### src/rtl/cook_sequencer.sv
// cook_sequencer
//   Sequences one microwave cook cycle. It loads the cook time, counts it down
//   once per cook second, and gates the magnetron according to the power
//   setting. It also handles the door interlock, pause/resume and cancel.
//
//   Parameters
//     TICKS_PER_SEC : clk cycles per cook second (>=1)
//     DUTY_PERIOD   : half-power duty window in cook seconds (even, >=2)
//
//   Ports
//     clk            in   system clock, rising edge
//     rst_n          in   synchronous active-low reset
//     power          in   1 = FULL, 0 = HALF
//     timer[6:0]     in   requested cook time in seconds
//     door_status    in   1 = closed, 0 = open
//     start_button   in   start/resume request (level)
//     cancel_button  in   cancel request (level)
//     magnetron_on   out  magnetron enable (combinational door gating)
//     time_remaining out  seconds left
//     state[1:0]     out  0 IDLE, 1 COOK, 2 PAUSE, 3 DONE
//     done_pulse     out  one-cycle completion pulse
//
//   Optional feature (macro COOK_ADD30_EN)
//     When the macro is defined, a rising edge of start_button during COOK
//     adds 30 s to the remaining time, saturating at 127.
module cook_sequencer #(
    parameter int TICKS_PER_SEC = 1,
    parameter int DUTY_PERIOD   = 10
) (
    input  logic       clk,
    input  logic       rst_n,
    input  logic       power,
    input  logic [6:0] timer,
    input  logic       door_status,
    input  logic       start_button,
    input  logic       cancel_button,
    output logic       magnetron_on,
    output logic [6:0] time_remaining,
    output logic [1:0] state,
    output logic       done_pulse
);
    localparam int TW = (TICKS_PER_SEC > 1) ? $clog2(TICKS_PER_SEC) : 1;
    localparam int DW = $clog2(DUTY_PERIOD);

    typedef enum logic [1:0] {
        ST_IDLE  = 2'd0,
        ST_COOK  = 2'd1,
        ST_PAUSE = 2'd2,
        ST_DONE  = 2'd3
    } state_t;

    state_t        state_q, state_d;
    logic [TW-1:0] tick_cnt;
    logic [DW-1:0] duty_phase;
    logic [6:0]    time_q;
    logic          done_q;

    logic          tick_wrap;
    logic          load_req;
    logic          add_req;
    logic [7:0]    add_sum;
    logic [6:0]    add_sat;

    assign tick_wrap = (tick_cnt == TW'(TICKS_PER_SEC - 1));
    assign load_req  = !cancel_button && start_button && door_status && (timer != 7'd0);
    assign add_sum   = {1'b0, time_q} + 8'd30;
    assign add_sat   = add_sum[7] ? 7'd127 : add_sum[6:0];

`ifdef COOK_ADD30_EN
    // Holding start must add only once, so we act on its rising edge.
    logic start_prev;

    always_ff @(posedge clk) begin
        if (!rst_n) start_prev <= 1'b0;
        else        start_prev <= start_button;
    end

    assign add_req = start_button && !start_prev;
`else
    assign add_req = 1'b0;
`endif

    // State register
    always_ff @(posedge clk) begin
        if (!rst_n) state_q <= ST_IDLE;
        else        state_q <= state_d;
    end

    // Next-state logic. Priority: cancel > door open > start > tick.
    always_comb begin
        state_d = state_q;
        case (state_q)
            ST_IDLE:  if (load_req) state_d = ST_COOK;
            ST_COOK: begin
                if (cancel_button)     state_d = ST_IDLE;
                else if (!door_status) state_d = ST_PAUSE;
                else if (tick_wrap && !add_req && time_q == 7'd1) state_d = ST_DONE;
            end
            ST_PAUSE: begin
                if (cancel_button)                    state_d = ST_IDLE;
                else if (door_status && start_button) state_d = ST_COOK;
            end
            ST_DONE:  if (cancel_button || !door_status) state_d = ST_IDLE;
            default:  state_d = ST_IDLE;
        endcase
    end

    // Outputs. The door term is combinational so the magnetron drops in the
    // same cycle the door opens, ahead of the PAUSE transition.
    always_comb begin
        magnetron_on = (state_q == ST_COOK) && door_status &&
                       (power || (duty_phase < DW'(DUTY_PERIOD / 2)));
    end

    assign state          = state_q;
    assign time_remaining = time_q;
    assign done_pulse     = done_q;

    // Datapath: countdown, tick counter and duty phase.
    always_ff @(posedge clk) begin
        if (!rst_n) begin
            time_q     <= '0;
            tick_cnt   <= '0;
            duty_phase <= '0;
            done_q     <= 1'b0;
        end else begin
            done_q <= 1'b0;
            case (state_q)
                ST_IDLE: begin
                    if (load_req) begin
                        time_q     <= timer;
                        tick_cnt   <= '0;
                        duty_phase <= '0;
                    end
                end
                ST_COOK: begin
                    if (cancel_button) begin
                        time_q <= '0;
                    end else if (door_status) begin
                        // An open door takes the else path: all counters hold,
                        // including a wrap that lands in the same cycle.
                        tick_cnt <= tick_wrap ? '0 : tick_cnt + TW'(1);
                        if (tick_wrap)
                            duty_phase <= (duty_phase == DW'(DUTY_PERIOD - 1)) ?
                                          '0 : duty_phase + DW'(1);
                        // An add outranks the decrement of the same cycle.
                        if (add_req) begin
                            time_q <= add_sat;
                        end else if (tick_wrap && time_q != 7'd0) begin
                            time_q <= time_q - 7'd1;
                            if (time_q == 7'd1) done_q <= 1'b1;
                        end
                    end
                end
                ST_PAUSE: begin
                    if (cancel_button) time_q <= '0;
                end
                default: ;
            endcase
        end
    end
endmodule

### config.mk
export PLATFORM = sky130hd
export DESIGN_NAME = cook_sequencer
export DESIGN_NICKNAME = d
export VERILOG_FILES = /design/src/rtl/cook_sequencer.sv
export SDC_FILE = /design/constraint.sdc
export NUM_CORES = 1
export LEC_CHECK = 0
export ABC_AREA = 1
export CORE_MARGIN = 2
export CORE_UTILIZATION = 50
export CTS_CLUSTER_SIZE = 8
export DETAILED_ROUTE_END_ITERATION = 12
export GPL_ROUTABILITY_DRIVEN = 0
export PLACE_DENSITY_LB_ADDON = 0.15
export SYNTH_ARGS = -nofsm -noshare
export SYNTH_HDL_FRONTEND = slang
export SYNTH_SLANG_ARGS = --single-unit
### constraint.sdc
create_clock -name clk -period 1.5 [get_ports clk]
set_input_delay 0.15 -clock clk [delete_from_list [all_inputs] [get_ports clk]]
set_output_delay 0.15 -clock clk [all_outputs]
set_load 0.02 [all_outputs]
==> impl_metrics.tcl <==
set metrics [dict create \
    synth_seq_area_share_pct 24.86 \
    min_path_type "in -> reg" \
    grt_max_degree 9 \
    cts_tree "done" \
    arrival_ns 1.71 \
    clock_sinks 14 \
    io_pins 24 \
    required_ns 1.69 \
    switching_share_pct 48.80 \
    wl_per_cell_um 12.01 \
    routed_wl_um 3256 \
    p_total_mw 3.412 \
    cts_hold_buffers 0 \
    clockBufferDepth 2 \
    finalHoldViolCount 0 \
    grt_use_met3_pct 6.140 \
    root_buffer "clkbuf_4" \
    final_cells 271 \
    grt_pass1_vias 1307 \
    crit_fanout 5 \
    ys.warnings.count 0 \
    via_count 1351 \
    clk_latency_ns 0.29 \
    cap_violations 0 \
    num_rows 17 \
    fin_skew_ns 0.0004977 \
    place_ws_ns -0.08925 \
    fin_crit_sh_pct 101.5 \
    fmax_mhz 656.8 \
    synth_cells 186 \
    grt_pass1_wl_um 5402 \
    mostFrequentLayoutCells "nand2_1, nor2_1, buf_4" \
    cp-end-kind "flip-flop" \
    synth-seq-cells 14 \
    nFillCells 138 \
    synth_edf_count 0 \
    diodes 0 \
    power_leakage_nw 0.9425 \
    hold_ws_ns 0.5011 \
    syn_area_per_cell_sq_um 6.061 \
    gr-usage-met2_pct 47.86 \
    async_flop_share_pct 0 \
    dp_hpwl_um 2342 \
    stdcell_area_sq_um 1805 \
    vdd_drop_max_uv 1276 \
    track_usage_pct 26.94 \
    dr.pass1.iters 4 \
    min_period_ns 1.523 \
    synth-main-ff-cell "dfxtp_1" \
    pwr-share-clk_pct 8.1 \
    drt_drc_violations_left 0 \
    power_frac_seq_pct 16.8 \
    fin_util_pct 83.22 \
    antenna_found_initial 0 \
    rsz0062_at_grt "yes" \
    fin_nets 266 \
    initial_core_util_pct 51.96 \
    synth_nets 208 \
    slew_headroom_pct 82.67 \
    drive_gt1_share_pct 32.92 \
    setup_tns_ns -0.04600 \
    worstSetupPathType "reg -> reg" \
    slew_viol_final 0 \
    powerDensity_nw_per_um2 1890 \
    yosysUniqueCellTypes 25 \
    dieHeight_um 51.49 \
    holdPathStages 3 \
    die_x_um 51.49 \
    drt_iter0_markers 31 \
    tightest_slew_ns 0.2576 \
    setup_violations 3 \
    r2r_cells 8 \
    synthesis.area_sq_um 1127 \
    dpl-instance-area_sq_um 1585 \
    grtUsageMet1_pct 32.14 \
    via_per_inst 4.985 \
    layout_commonest_cell "nand2_1" \
    numPortBuffers 23 \
    grt-ovfl-total 0 \
    start_kind "flip-flop" \
    outcome "complete, but fails checks" \
    violations "setup timing" \
    cellInternalPower_mw 1.747 \
    cts_max_level 1 \
    area_growth_pct 60.16 \
    clkTransAtPathRegs_ns 0.08 \
    cts_inserted_buffers 3 \
    dieArea_sq_um 2651 \
    dp.cells 262 \
    p_sw_mw 1.665 \
    ant_nets 0 \
    top_usage_layer "met2" \
    power_frac_comb_pct 75.1 \
    layout_setup_ws_ns -0.02254 \
    core-area_sq_um 2170 \
]
-- sequential cells by signal, summed over array words and instances, names as in the netlist --
| register | count |
|---|---|
| time_remaining | 7 |
| duty_phase | 4 |
| state | 2 |
| done_pulse | 1 |
-- cells in the mapped netlist (2+ instances only) --
| cell type | instances | share of area [%] |
|---|---|---|
| a21oi_1 | 4 | 1.8 |
| nor2_1 | 42 | 14 |
| inv_2 | 3 | 1.0 |
| inv_1 | 25 | 8.3 |
| nor2_2 | 2 | 1.1 |
| dfxtp_1 | 14 | 25 |
| o21ai_2 | 2 | 1.6 |
| nand3_1 | 15 | 6.7 |
| o21ai_0 | 5 | 2.2 |
| nor2_4 | 2 | 2.0 |
| nand2_1 | 49 | 16 |
| xor2_1 | 2 | 1.6 |
| ha_1 | 9 | 10 |
-- final timing paths --
check,from,endpoint,slack [ns]
max,state[0],time_remaining[6],-0.02
max reg2reg,state[0],time_remaining[6],-0.02
min reg2reg,state[0],state[0],0.56
min,rst_n,duty_phase[2],0.50
-- per-layer routing --
| metal | part of all wire, % | vias up |
|---|---|---|
| met1 | 42 | 618 |
| met5 | 0 | - |
| met3 | 4.9 | 7 |
| li1 | - | 691 |
| met2 | 52 | 35 |
| met4 | 1.3 | 0 |
-- power groups by stage --
| stage | sequential (mW) | combinational (mW) | clock, mW |
|---|---|---|---|
| finish | 0.574 | 2.56 | 0.276 |
| global route | 0.582 | 2.84 | 0.298 |
| CTS | 0.566 | 2.23 | 0.283 |
| detailed placement | 0.565 | 2.04 | 0 |
| global placement | 0.559 | 1.97 | 0 |
| floorplan | 0.681 | 1.14 | 0 |
-- cell families (layout without fill, tap and decap cells) --
group           count (synthesis)  after routing  synth area share [%]
fa+ha+maj                       9              9                 9.989
flops                          14             14                 24.86
compound gates                 16             16                 8.990
simple gates                  116            117                 44.62
xor+xnor                        2              2                 1.554
buf+inv                        29             85                 9.989
-- layout make-up --
cell class / count / area (sq um) / area share, %
Sequential cell: 14 / 287.8 / 15.94
Timing Repair Buffer: 53 / 470.5 / 26.06
Inverter: 28 / 111.4 / 6.168
Tap cell: 28 / 35.03 / 1.940
Multi-Input combinational cell: 144 / 864.6 / 47.89
Clock buffer: 4 / 36.28 / 2.010
-- critical path, cell delays in order, from the launching register on --
cell and delay [ns]:
dfxtp_2 0.35, inv_2 0.07, ha_4 0.28, clkinvlp_4 0.19, nand2_1 0.11, a21boi_0 0.25, nand2_1 0.09, nand2_1 0.06
nor2_1 0.03
-- repair_timing --
| action | CTS | global route |
|---|---|---|
| pin swaps | 6 | 12 |
| setup endpoints to repair | 13 | 16 |
| buffers inserted | 1 | 3 |
| cloned | 1 | 0 |
| resized for setup | 23 | 31 |
Note: power is estimated with default switching activity, not from simulation.
